--- src/rtl/demux_sched_pkg.sv ---
// Shared constants and helpers for the 1:4 demux burst scheduler and its arbiter pieces.
package demux_sched_pkg;

    localparam int NUM_CH = 4;
    localparam int SEL_W  = 2;

    localparam logic [0:0] ST_IDLE = 1'b0;
    localparam logic [0:0] ST_RUN  = 1'b1;

    function automatic logic [NUM_CH-1:0] ch_onehot(input logic [SEL_W-1:0] ch);
        return NUM_CH'(1) << ch;
    endfunction

endpackage

--- src/rtl/demux_rr_next_sel.sv ---
// Round-robin successor search: first enabled channel after sel_i, wrapping; sel_i itself if none.
module demux_rr_next_sel
    import demux_sched_pkg::*;
(
    input  logic [SEL_W-1:0]  sel_i,
    input  logic [NUM_CH-1:0] en_mask_i,
    output logic [SEL_W-1:0]  next_sel_o
);

    logic [SEL_W-1:0] idx;

    // Walk offsets from farthest to nearest so the nearest enabled channel wins.
    always_comb begin
        next_sel_o = sel_i;
        idx        = '0;
        for (int k = NUM_CH - 1; k >= 1; k--) begin
            idx = sel_i + SEL_W'(k);
            if (en_mask_i[idx]) next_sel_o = idx;
        end
    end

endmodule

--- src/rtl/demux_burst_scheduler.sv ---
// Spreads one valid/ready stream over 4 channels in BURST_LEN-beat round-robin bursts or a forced channel.
module demux_burst_scheduler
    import demux_sched_pkg::*;
#(
    parameter int DATA_W    = 8,
    parameter int BURST_LEN = 4,
    parameter int CNT_W     = 2
) (
    input  logic              clk_i,
    input  logic              rst_n_i,
    input  logic [3:0]        en_mask_i,
    input  logic              force_en_i,
    input  logic [1:0]        force_sel_i,
    input  logic              in_valid_i,
    input  logic [DATA_W-1:0] in_data_i,
    output logic              in_ready_o,
    output logic [3:0]        out_valid_o,
    output logic [DATA_W-1:0] out_data_o,
    input  logic [3:0]        out_ready_i,
    output logic [1:0]        cur_sel_o,
    output logic [CNT_W-1:0]  beat_cnt_o
);

    logic [0:0]        state_q, state_d;
    logic [SEL_W-1:0]  cur_sel_q, cur_sel_d;
    logic [CNT_W-1:0]  beat_cnt_q, beat_cnt_d;
    logic              force_q;
    logic              hold_vld_q, hold_vld_d;
    logic [SEL_W-1:0]  hold_ch_q, hold_ch_d;
    logic [DATA_W-1:0] hold_data_q, hold_data_d;

    logic              any_src, sel_ok, drain, accept, last_beat;
    logic [SEL_W-1:0]  search_base, next_sel;
    logic [CNT_W-1:0]  cnt_base;

    assign any_src = (|en_mask_i) | force_en_i;
    assign sel_ok  = force_en_i | en_mask_i[cur_sel_q];
    assign drain   = hold_vld_q & out_ready_i[hold_ch_q];

    assign in_ready_o = rst_n_i & (state_q == ST_RUN) & sel_ok & (!hold_vld_q | drain);
    assign accept     = in_valid_i & in_ready_o;

    // From IDLE, searching after the last channel yields the lowest enabled channel.
    assign search_base = (state_q == ST_IDLE) ? SEL_W'(NUM_CH - 1) : cur_sel_q;

    // Leaving force mode restarts the burst count on the channel we were pinned to.
    assign cnt_base  = (force_q & !force_en_i) ? '0 : beat_cnt_q;
    assign last_beat = (cnt_base == CNT_W'(BURST_LEN - 1));

    demux_rr_next_sel u_next_sel (
        .sel_i      (search_base),
        .en_mask_i  (en_mask_i),
        .next_sel_o (next_sel)
    );

    always_comb begin
        state_d    = state_q;
        cur_sel_d  = cur_sel_q;
        beat_cnt_d = beat_cnt_q;
        case (state_q)
            ST_IDLE: begin
                if (any_src) begin
                    state_d    = ST_RUN;
                    cur_sel_d  = force_en_i ? force_sel_i : next_sel;
                    beat_cnt_d = '0;
                end
            end
            default: begin
                if (!any_src) begin
                    state_d    = ST_IDLE;
                    beat_cnt_d = '0;
                end else if (force_en_i) begin
                    cur_sel_d = force_sel_i;
                    if (accept) beat_cnt_d = last_beat ? '0 : cnt_base + CNT_W'(1);
                end else if (!sel_ok) begin
                    cur_sel_d  = next_sel;
                    beat_cnt_d = '0;
                end else if (accept) begin
                    if (last_beat) begin
                        beat_cnt_d = '0;
                        cur_sel_d  = next_sel;
                    end else begin
                        beat_cnt_d = cnt_base + CNT_W'(1);
                    end
                end else begin
                    beat_cnt_d = cnt_base;
                end
            end
        endcase
    end

    // Captured channel is frozen with the beat, so later mask/force changes cannot redirect it.
    always_comb begin
        hold_vld_d  = hold_vld_q & !drain;
        hold_ch_d   = hold_ch_q;
        hold_data_d = hold_data_q;
        if (accept) begin
            hold_vld_d  = 1'b1;
            hold_ch_d   = force_en_i ? force_sel_i : cur_sel_q;
            hold_data_d = in_data_i;
        end
    end

    always_ff @(posedge clk_i) begin
        if (!rst_n_i) begin
            state_q     <= ST_IDLE;
            cur_sel_q   <= '0;
            beat_cnt_q  <= '0;
            force_q     <= 1'b0;
            hold_vld_q  <= 1'b0;
            hold_ch_q   <= '0;
            hold_data_q <= '0;
        end else begin
            state_q     <= state_d;
            cur_sel_q   <= cur_sel_d;
            beat_cnt_q  <= beat_cnt_d;
            force_q     <= force_en_i;
            hold_vld_q  <= hold_vld_d;
            hold_ch_q   <= hold_ch_d;
            hold_data_q <= hold_data_d;
        end
    end

    assign out_valid_o = hold_vld_q ? ch_onehot(hold_ch_q) : '0;
    assign out_data_o  = hold_data_q;
    assign cur_sel_o   = cur_sel_q;
    assign beat_cnt_o  = beat_cnt_q;

endmodule

--- config.mk ---
export PLATFORM = sky130hd
export DESIGN_NAME = demux_burst_scheduler
export DESIGN_NICKNAME = d
export VERILOG_FILES = /design/src/rtl/demux_sched_pkg.sv /design/src/rtl/demux_rr_next_sel.sv /design/src/rtl/demux_burst_scheduler.sv
export SDC_FILE = /design/constraint.sdc
export NUM_CORES = 1
export LEC_CHECK = 0
export ABC_AREA = 0
export BUFFER_PORTS_ARGS = -buffer_cell sky130_fd_sc_hd__buf_2
export CAP_MARGIN = 5
export CORE_MARGIN = 2
export CORE_UTILIZATION = 38
export DETAILED_ROUTE_END_ITERATION = 6
export PLACE_DENSITY = 0.64
export RECOVER_POWER = 25
export SETUP_SLACK_MARGIN = 0.02
export SLEW_MARGIN = 0
export SYNTH_ARGS = -nofsm -noshare
export SYNTH_HDL_FRONTEND = slang
export SYNTH_HIERARCHICAL = 1
export SYNTH_SLANG_ARGS = --single-unit
--- constraint.sdc ---
create_clock -name clk_i -period 1.95 [get_ports clk_i]
set_input_delay 0.195 -clock clk_i [delete_from_list [all_inputs] [get_ports clk_i]]
set_output_delay 0.195 -clock clk_i [all_outputs]
set_load 0.01 [all_outputs]
After elaboration in Yosys (flattened, before gate mapping)
Index checks and enable logic that the tools add are counted.
{"block": "classes", "n_mux": 35, "eq_ne": 4, "reduce_logical": 7, "n_lt_le_gt_ge": 5, "n_mul": 0, "div": 0, "shift": 1, "bitwise_logic": 10, "addsub": 4}
{"op": "$mux 2", "n": 22}
{"op": "$lt 2x3->1 const B", "n": 5}
{"op": "$ne 4x3->1 const B", "n": 3}
{"op": "$bmux 1 s2", "n": 5}
{"op": "$and 1x1->1", "n": 7}
{"op": "$mux 1", "n": 7}
{"op": "$add 2x1->2 const B", "n": 2}
{"op": "$add 2x2->2 const B", "n": 2}
{"op": "$mux 4", "n": 1}
{"op": "$reduce_or 4->1", "n": 1}
{"op": "$shl 1x2->4 const A", "n": 1}
{"op": "$logic_not 1->1", "n": 3}
{"op": "$or 1x1->1", "n": 3}
{"op": "$reduce_and 3->1", "n": 1}
{"op": "$eq 2x2->1 const B", "n": 1}
{"op": "$reduce_and 2->1", "n": 1}
{"op": "$reduce_bool 2->1", "n": 1}
{"block": "word_totals", "regBits": 17, "mem_count": 0, "latch_bits": 0, "romBits": 0, "input_bits": 22, "out_inout_bits": 17, "ramBits": 0}

Longest topological paths before layout
Gate-level depths: netlist of the first run.
{"block": "logic_depth", "depth_word": 13, "mapped_depth": 8, "depth_no_buf": 7}

Hierarchy
The synthesis of the first run kept the hierarchy.
{"mod": "demux_burst_scheduler", "area_each_um2": 984.7, "n_inst": 1, "cells_each": 109}
{"mod": "demux_rr_next_sel", "area_each_um2": 75.1, "n_inst": 1, "cells_each": 13}

Least setup slack after synthesis of the first run
No wires, ideal clock.
{"block": "synth_timing", "kind": "reg-to-reg", "from": "reg hold_ch_q[1]", "to": "reg beat_cnt_q[0], in the netlist beat_cnt_o[0]", "path_buffers": 0, "arrival_time_ps": 1580, "required_time_ps": 1884, "period_less_slack_ps": 1646, "setup_slack_ps": 304, "setup_ps": 66, "stages_incl_launch_ff": 6, "cell_sequence": "dfxtp_1 -> mux2_2 -> o221ai_2 -> mux2_4 -> o22a_1 -> a21oi_2"}
{"block": "synth_via", "elab_chain_len": 11}
{"item": "start: declaration", "line": "demux_burst_scheduler.sv:29", "rtl": "logic [SEL_W-1:0] hold_ch_q, hold_ch_d;"}
{"item": "start signal: assignment", "line": "demux_burst_scheduler.sv:119", "rtl": "hold_ch_q <= hold_ch_d;"}
{"item": "$bmux 1 s2 *", "line": "demux_burst_scheduler.sv:38", "rtl": "assign drain = hold_vld_q & out_ready_i[hold_ch_q];"}
{"item": "$mux 1 (not written as such) *", "line": "demux_burst_scheduler.sv:38"}
{"item": "$and 1x1->1 *", "line": "demux_burst_scheduler.sv:38"}
{"item": "$or 1x1->1 *", "line": "demux_burst_scheduler.sv:40", "rtl": "assign in_ready_o = rst_n_i & (state_q == ST_RUN) & sel_ok & (!hold_vld_q | drain);"}
{"item": "$and 1x1->1 *", "line": "demux_burst_scheduler.sv:40"}
{"item": "$and 1x1->1 *", "line": "demux_burst_scheduler.sv:41", "rtl": "assign accept = in_valid_i & in_ready_o;"}
{"item": "$mux 2", "line": "demux_burst_scheduler.sv:78", "rtl": "end else if (accept) begin"}
{"item": "$mux 2", "line": "demux_burst_scheduler.sv:75", "rtl": "end else if (!sel_ok) begin"}
{"item": "$mux 2", "line": "demux_burst_scheduler.sv:72", "rtl": "end else if (force_en_i) begin"}
{"item": "$mux 2", "line": "demux_burst_scheduler.sv:69", "rtl": "if (!any_src) begin"}
{"item": "$mux 2", "line": "demux_burst_scheduler.sv:60", "rtl": "case (state_q)"}
{"item": "end signal: assignment", "line": "demux_burst_scheduler.sv:116", "rtl": "beat_cnt_q <= beat_cnt_d;"}
{"item": "end: declaration", "line": "demux_burst_scheduler.sv:26", "rtl": "logic [CNT_W-1:0] beat_cnt_q, beat_cnt_d;"}
Every way passes the cells marked *; elsewhere a longest branch is shown, timed or not. The select of a mux whose other input is x is not followed.
A chain may end at the register's enable or synchronous reset.

Final worst setup path of the first run
{"block": "layout_timing", "from": "reg hold_ch_q[1]", "to": "out in_ready_o"}
{"block": "layout_via", "elab_chain_len": 5}
{"item": "$bmux 1 s2", "line": "demux_burst_scheduler.sv:38"}
{"item": "$mux 1 (not written as such)", "line": "demux_burst_scheduler.sv:38"}
{"item": "$and 1x1->1", "line": "demux_burst_scheduler.sv:38"}
{"item": "$or 1x1->1", "line": "demux_burst_scheduler.sv:40"}
{"item": "$and 1x1->1", "line": "demux_burst_scheduler.sv:40"}
{"item": "end: declaration", "line": "demux_burst_scheduler.sv:16", "rtl": "output logic in_ready_o,"}
Every way passes these cells. The select of a mux whose other input is x is not followed.

==> results of run 1 <==
## routing by layer
| metal | vias to the layer above | global-route usage, % |
|---|---|---|
| met5 | - | 0 |
| met4 | 0 | 5.98 |
| met3 | 6 | 5.53 |
| met2 | 52 | 29.9 |
| met1 | 462 | 19.9 |
| li1 | 521 | - |
## placed cells by master (no fill, tap or decap), types with 2 or more instances in the layout
cell type	n
clkbuf_1	8
a311oi_1	2
buf_2	30
nand2b_1	6
mux2_2	2
nand3_1	3
nand2_1	9
buf_4	3
nor2_1	17
a211oi_1	4
o21ai_0	2
clkbuf_4	3
a21oi_1	9
mux2i_1	12
dfxtp_1	17
inv_1	6
nor2b_1	2
o221ai_2	2
and2_1	4
## state kept, by name, summed over array words and instances (netlist names)
signal,count
out_data_o,8
beat_cnt_o,2
cur_sel_o,2
hold_ch_q,2
force_q,1
hold_vld_q,1
state_q,1
## layout make-up
cell class	count	area, sq um
fillers	282	1410
multi-input cells	93	661
flip-flops and latches	17	340
repair buffers	41	203
well taps	31	38.8
inverters	7	26.3
clock buffers	3	22.5
clock inverters	1	7.51
## metrics by stage
step / area, sq um / instances / setup slack [ns]
final: 1300 / 193 / 0.0962
after global routing: 1300 / 193 / 0.0263
after CTS: 1310 / 193 / 0.0741
after detailed placement: 1280 / 189 / 0.192
after global placement: 1280 / 189 / 0.259
after floorplan: 1060 / 122 / 0.304
## final timing paths
path	start	to	cells past startpoint
worst max-delay path	hold_ch_q[1]	in_ready_o	4
worst min-delay path	in_data_i[6]	out_data_o[6]	3
worst max register to register	hold_ch_q[1]	beat_cnt_o[0]	5
worst min register to register	hold_ch_q[0]	hold_ch_q[0]	2
## kinds of logic after synthesis
family / after synthesis / share of synthesized area, %
adder cells (fa/ha/maj): 1 / 1.18
AND/OR/NAND/NOR: 47 / 23.1
multiplexers: 16 / 17.0
flip-flops: 17 / 32.1
AO/OA/AOI/OAI: 29 / 21.0
buffers and inverters: 12 / 5.55
## worst max-delay path: cells and delay by family (launching register included)
kind                   cells  cell delay [ns]
buffers and inverters      1             0.13
multiplexers               1             0.39
flip-flops                 1             0.41
AO/OA/AOI/OAI              1             0.27
AND/OR/NAND/NOR            1             0.15
## power by group through the flow
stage / registers (uW) / logic, uW / clock network [uW]
after global placement: 389 / 196 / 0
after floorplan: 391 / 133 / 0
after CTS: 383 / 204 / 214
after global routing: 386 / 223 / 231
final: 383 / 201 / 204
after detailed placement: 390 / 203 / 0
==> flow_summary.ini, run 1 <==
[yosys]
syn_nets = 145
yosys.area.top_type = dfxtp_1
synthTopCellsByArea = dfxtp_1 (32%), mux2i_1 (11%), nor2_1 (6.0%)
yosysSeqAreaShare_pct = 32.1
synth_top_area_share_pct = 32.1
syn-cell-area_sq_mm = 0.00106
ys_seq_elements = 17
synth.avg_cell_area_sq_um = 8.69
synthFlopType = dfxtp_1
synthCells = 122
async_flop_share_pct = 0
synth_common_cells = dfxtp_1 (17), nor2_1 (17), mux2i_1 (12), a21oi_1 (9), nand2_1 (9)
synth_edf_count = 0
synth_cell_types = 38
yosys_warnings = 6

[final_layout]
fin_util_pct = 47.9
drive_gt1_share_pct = 30.9
diodes = 0
syn_to_final_growth_pct = 22.6
fin_nets = 186

[route]
wirelength_mm = 2.57
met3RoutedLength_microns = 188
firstDrtPassIters = 4
highest-signal-layer = met4
met1Wirelength_mm = 1.06
via_per_inst = 5.39
drt_iter0_drc = 51
via_count = 1041
antenna_left = 0
drc = 0
wl_per_cell_microns = 13.3
wl_met2_mm = 1.30

[timing]
finalHoldViolCount = 0
tightest_slew_ns = 0.488
holdWs_ns = 0.118
final_max_slew_viol_count = 0
rsz0062_at_grt = false
finalSetupViolations = 0
finalCritPeriodShare_pct = 95.1
setup_tns_ns = 0
fmax_mhz = 539
clock_skew_ns = 0.000972
slew_headroom_pct = 67.4
period_needed_ns = 1.85

[placed_design]
io_buffers = 38
dp_hpwl_mm = 2.01
gp_congestion = 0.945

[outcome]
outcome = finished, final reports clean

[cts]
ctsHoldBuffers = 0
htreeDepth = 1
cts_buffer_depth = 2
cts.repair.resized = 0
cts_tree = yes
cts.sinks = 17
cts_setup_buffers = 0
cts_buffers = 3
root_buffer = clkbuf_4
worst_skew_pair.late_latency_ns = 0.30
clk_pin_slew_ns = 0.11

[setup_path]
cpPeakStageDelay_ns = 0.41
cp.required_ns = 1.75
critPathSlowestCell = dfxtp_1
startpoint_type = register
critical_path_peak_fanout = 5
critPathKind = register to output port
arrival_ns = 1.66
r2r_setup_slack_ns = 0.19
endpoint_kind = output port
path_cells = mux2_2, o22a_2, and3_1, buf_2

[die]
die_w_microns = 56.8
initial_utilization_pct = 39.1
io-pin-count = 39
fp.coreArea_sq_mm = 0.00271
die_area_sq_mm = 0.00323
die_h_microns = 56.8
row_count = 19

[grt]
grt_pass1_wl_mm = 4.42
first_global_vias = 1047
antenna_found_initial = 0
grtUsageTotal_pct = 17.3
grt.overflow.total = 0
grt_max_degree = 16

[pwr]
fin_total_pwr_uw = 788
internal-power_uw = 539
power_density_mw_per_mm2 = 607
clkPwrFrac_pct = 25.9
power_frac_comb_pct = 25.5
p_seq_share_pct = 48.6
p_sw_uw = 249
switching_share_pct = 31.7
peakVddDrop_mv = 0.529
power.leakage_uw = 0.000616

[hold_path]
hp-class = primary input to register

[run]
drv_cap = 0
Power figures use the tool's default switching activity.
==> run 2: changes to the inputs <==
--- a/config.mk
+++ b/config.mk
@@ -10,8 +10,9 @@
 export CAP_MARGIN = 5
 export CORE_MARGIN = 2
 export CORE_UTILIZATION = 38
+export CTS_CLUSTER_DIAMETER = 200
 export DETAILED_ROUTE_END_ITERATION = 6
-export PLACE_DENSITY = 0.64
+export PLACE_DENSITY = 0.67
 export RECOVER_POWER = 25
 export SETUP_SLACK_MARGIN = 0.02
 export SLEW_MARGIN = 0
==> constraint.sdc (replaced) <==
create_clock -name clk_i -period 1.6 [get_ports clk_i]
set_input_delay 0.16 -clock clk_i [delete_from_list [all_inputs] [get_ports clk_i]]
set_output_delay 0.16 -clock clk_i [all_outputs]
set_load 0.01 [all_outputs]
==> run 2 against run 1 <==
The flow now finishes with violations (negative setup slack); clock skew increased by 0.0021 ns; worst hold slack worse by 0.019 ns; global-route usage rose by 0.95 points; clock-buffer cell count increased by 1; non-clock buffer count rose by 17; via count is 8.5% higher; final area increased by 18%; utilization is 8.4 points higher; register-to-register slack worse by 0.25 ns; worst setup slack worse by 0.17 ns.
==> flow_summary.ini, run 2 (synthesis results as in run 1) <==
[timing]
final_max_slew_viol_count = 0
period_needed_ns = 1.68
rsz0062_at_grt = true
worst_slack_ns = -0.0786
clock_skew_ns = 0.00309
finalCritPeriodShare_pct = 105
finalHoldViolCount = 0
tightest_slew_ns = 0.469
slew_headroom_pct = 68.7
finalSetupViolations = 3
fmax_mhz = 596
holdWs_ns = 0.0993

[cts]
ctsHoldBuffers = 0
cts_tree = yes
clk_pin_slew_ns = 0.10
cts_buffers = 3
cts.sinks = 17
root_buffer = clkbuf_4
worst_skew_pair.late_latency_ns = 0.29
cts_buffer_depth = 2
htreeDepth = 1

[hold_path]
min_from = in_data_i[4]
hp-class = primary input to register
whs_path_depth = 3
whs_endpoint = out_data_o[4]

[die]
row_count = 19
initial_utilization_pct = 39.1
die_h_microns = 56.8
io-pin-count = 39
die_area_sq_mm = 0.00323
die_w_microns = 56.8
fp.coreArea_sq_mm = 0.00271

[setup_path]
arrival_ns = 1.52
startpoint_type = register
critPathKind = register to output port
endpoint_kind = output port
worst_r2r_path_depth = 5
rr_startpoint = hold_ch_q[1]
critical_path_peak_fanout = 4
r2r_setup_slack_ns = -0.06
r2r_end = beat_cnt_o[0]
cp.required_ns = 1.44

[final_layout]
syn_to_final_growth_pct = 44.2
diodes = 0
drive_gt1_share_pct = 45.3
layout_commonest_cell = buf_2
fin_util_pct = 56.4
multiInputGateArea_sq_um = 734
register_area_sq_um = 350
fin_nets = 203
most-common-layout-cells = buf_2 (34), buf_4 (18), nor2_1 (17)
largest_reg_flops = 8
fillCellCount = 250

[placed_design]
io_buffers = 38
gp_congestion = 0.795
dp_hpwl_mm = 2.02

[grt]
first_global_vias = 1106
grt.overflow.total = 0
grt_pass1_wl_mm = 4.64
grtUsageTotal_pct = 18.2
grt_max_degree = 16
antenna_found_initial = 0

[run]
drv_cap = 0

[pwr]
power.leakage_uw = 0.000738
power_density_mw_per_mm2 = 672
peakVddDrop_mv = 0.486

[route]
firstDrtPassIters = 4
drc = 0
wirelength_mm = 2.75
wl_per_cell_microns = 13.1
drt_iter0_drc = 53
antenna_left = 0
via_count = 1130
via_per_inst = 5.38

[outcome]
violations = negative setup slack
outcome = complete, but fails checks
## run 2: cell count changes in the layout (fill, tap and decap cells not counted), sizes merged
cell and delta:
buf +21, clkinvlp -1, clkbuf -3
## run 2: worst max-delay path by stage
stage | slack, ns | startpoint | endpoint
floorplan | 0.01 | hold_ch_q[1] | beat_cnt_o[0]
global placement | -0.03 | hold_ch_q[1] | beat_cnt_o[0]
detailed placement | -0.07 | hold_ch_q[1] | beat_cnt_o[0]
CTS | -0.08 | hold_ch_q[1] | in_ready_o
global route | -0.14 | hold_ch_q[1] | in_ready_o
finish | -0.08 | hold_ch_q[1] | in_ready_o
## run 2: timing repair
item                                    in CTS  in global routing
setup buffers                                5                  1
pin swaps                                    5                  4
endpoints found under the setup margin      12                 15
resized for setup                            8                 10
## run 2: cell type report
type	count	area share (%)
inverter	7	1.72
tap	31	2.54
sequential	17	22.9
multi-input combinational	93	48.1
timing repair buffer	58	23.0
clock buffer	4	1.72
## run 2: metal layers
metal	track usage (%)	vias to the layer above	routed length, microns
li1	-	556	-
met1	20.1	523	1130
met2	33.7	44	1390
met3	3.92	7	172
met4	6.98	0	53
met5	0	-	0
## run 2: worst max-delay path, stage by stage (launching register included)
cell	delay, ns
dfxtp_4	0.38
mux2_4	0.32
o22a_4	0.25
and3_4	0.15
buf_6	0.11
## run 2: through the flow
step	setup TNS, ns	setup WS (ns)	area (sq um)	instances	power [uW]
global placement	-0.100	-0.0268	1380	200	745
global route	-0.968	-0.139	1530	210	1090
finish	-0.151	-0.0786	1530	210	1030
floorplan	0	0.0118	1070	122	642
CTS	-0.139	-0.0779	1480	209	1010
detailed placement	-0.477	-0.0726	1380	200	753
## run 2: report_power, final
part / internal, uW / total [uW] / switching (uW) / leakage, uW
registers: 446 / 468 / 21.3 / 0.000141
logic: 169 / 323 / 154 / 0.000582
clock network: 97.0 / 236 / 139 / 0.0000150
==> run 3: changes to the inputs <==
==> constraint.sdc (replaced) <==
create_clock -name clk_i -period 1.6 [get_ports clk_i]
set_input_delay 0.08 -clock clk_i [delete_from_list [all_inputs] [get_ports clk_i]]
set_output_delay 0.08 -clock clk_i [all_outputs]
set_load 0.01 [all_outputs]
==> run 3 against run 2 <==
The run still ends with negative setup slack left; clock power up 6%; first-iteration DRC count down 23%; non-clock buffer count up 1; critical path type unchanged; flip-flop and latch count unchanged; critical path depth up 1; critical endpoint unchanged; via count down 2.9%.
==> flow_summary.ini, run 3 (synthesis results as in run 1) <==
[die]
io-pin-count = 39
die_area_sq_mm = 0.00323
die_w_microns = 56.8
fp.coreArea_sq_mm = 0.00271
row_count = 19
die_h_microns = 56.8
initial_utilization_pct = 39.1

[final_layout]
largest_reg_flops = 8
syn_to_final_growth_pct = 45.2
fillCellCount = 254
fin_util_pct = 56.8
most-common-layout-cells = buf_2 (33), nor2_1 (17), buf_4 (15)
post-route-cell-area_sq_mm = 0.00154
stdcell_count = 211
layout_commonest_cell = buf_2
fin_nets = 204
diodes = 0
drive_gt1_share_pct = 43.9

[setup_path]
cp.required_ns = 1.52
critPathKind = register to output port
endpoint_kind = output port
arrival_ns = 1.63
startpoint_type = register
critical_path_peak_fanout = 3

[cts]
cts_buffer_depth = 2
cts_tree = yes
htreeDepth = 1
clk_pin_slew_ns = 0.12
cts.sinks = 17
cts_buffers = 3
worst_skew_pair.late_latency_ns = 0.31
root_buffer = clkbuf_4

[placed_design]
post-place-cells = 199
io_buffers = 38
placed_area_sq_mm = 0.00137
pre_cts_ws_ns = -0.0854
dp_hpwl_mm = 2.08
gp_congestion = 0.894

[timing]
slew_headroom_pct = 66.2
rsz0062_at_grt = true
fmax_mhz = 586
finalSetupViolations = 8
final_max_slew_viol_count = 0
finalHoldViolCount = 0
clock_skew_ns = 0.0115
period_needed_ns = 1.71
holdWs_ns = 0.0145
tightest_slew_ns = 0.507
worst_slack_ns = -0.105
finalCritPeriodShare_pct = 107

[outcome]
outcome = complete, but fails checks
violations = negative setup slack

[route]
via_count = 1097
drc = 0
drt_iter0_drc = 41
wirelength_mm = 2.75
antenna_left = 0
via_per_inst = 5.20
firstDrtPassIters = 4
wl_per_cell_microns = 13.0

[pwr]
power_density_mw_per_mm2 = 675
peakVddDrop_mv = 0.582
power.leakage_uw = 0.000735

[grt]
grt_pass1_wl_mm = 4.80
grt.overflow.total = 0
first_global_vias = 1147
grt_max_degree = 16
antenna_found_initial = 0
grtUsageTotal_pct = 18.6

[hold_path]
hp-class = primary input to register

[run]
drv_cap = 0
==> run 3: cell count changes in the layout (fill, tap and decap cells not counted), sizes merged <==
cell,before,now
buf,54,51
clkinvlp,0,1
dlygate4sd3,0,3
==> run 3: where the power goes <==
group          internal (uW)  switching (uW)
sequential               446            19.0
combinational            168             155
clock                   95.3             156
total                    709             330
==> run 3: area by class of cell <==
cell class,count,area [sq um],share of cell area [%]
multi-input cells,93,726,47.2
repair buffers,59,369,24.0
flip-flops and latches,17,349,22.7
well taps,31,38.8,2.52
inverters,7,26.3,1.71
clock buffers,3,22.5,1.46
clock inverters,1,7.51,0.488
==> run 3: worst paths after layout <==
| kind | start | end | slack (ns) | depth (start not counted) |
|---|---|---|---|---|
| setup / recovery | hold_ch_q[1] | in_ready_o | -0.11 | 5 |
| hold / removal | in_data_i[6] | out_data_o[6] | 0.01 | 3 |
| setup reg to reg | hold_ch_q[1] | beat_cnt_o[0] | -0.06 | 5 |
| hold reg to reg | out_data_o[7] | out_data_o[7] | 0.51 | 2 |
==> run 3: routing by layer <==
layer	track usage, %	routed length [microns]	vias to the layer above	part of all wire, %
met5	0	0	-	0
met4	5.65	13	0	0.47
met3	5.30	169	2	6.1
met2	34.1	1410	32	51
met1	20.5	1160	508	42
li1	-	-	555	-
==> run 3: through the flow <==
stage                     power (uW)  setup TNS (ns)
after detailed placement         751          -0.458
after CTS                       1030          -0.171
after floorplan                  642               0
after global routing            1100           -1.03
after global placement           741         -0.0419
final                           1040          -0.204
==> run 3: what timing repair did <==
item                                   4_1_cts  5_1_grt
cloned                                       0        0
pin swaps                                    5        1
setup buffers                                5        0
gates resized for setup                      9        8
endpoints found under the hold margin        3        0
hold buffers                                 3        0
setup endpoints to repair                   13       14
==> run 3: critical path: stages (launching register included) <==
cell and delay (ns):
dfxtp_4 0.38, mux2_4 0.32, o22a_4 0.25, buf_6 0.12, and3_4 0.14, buf_6 0.11
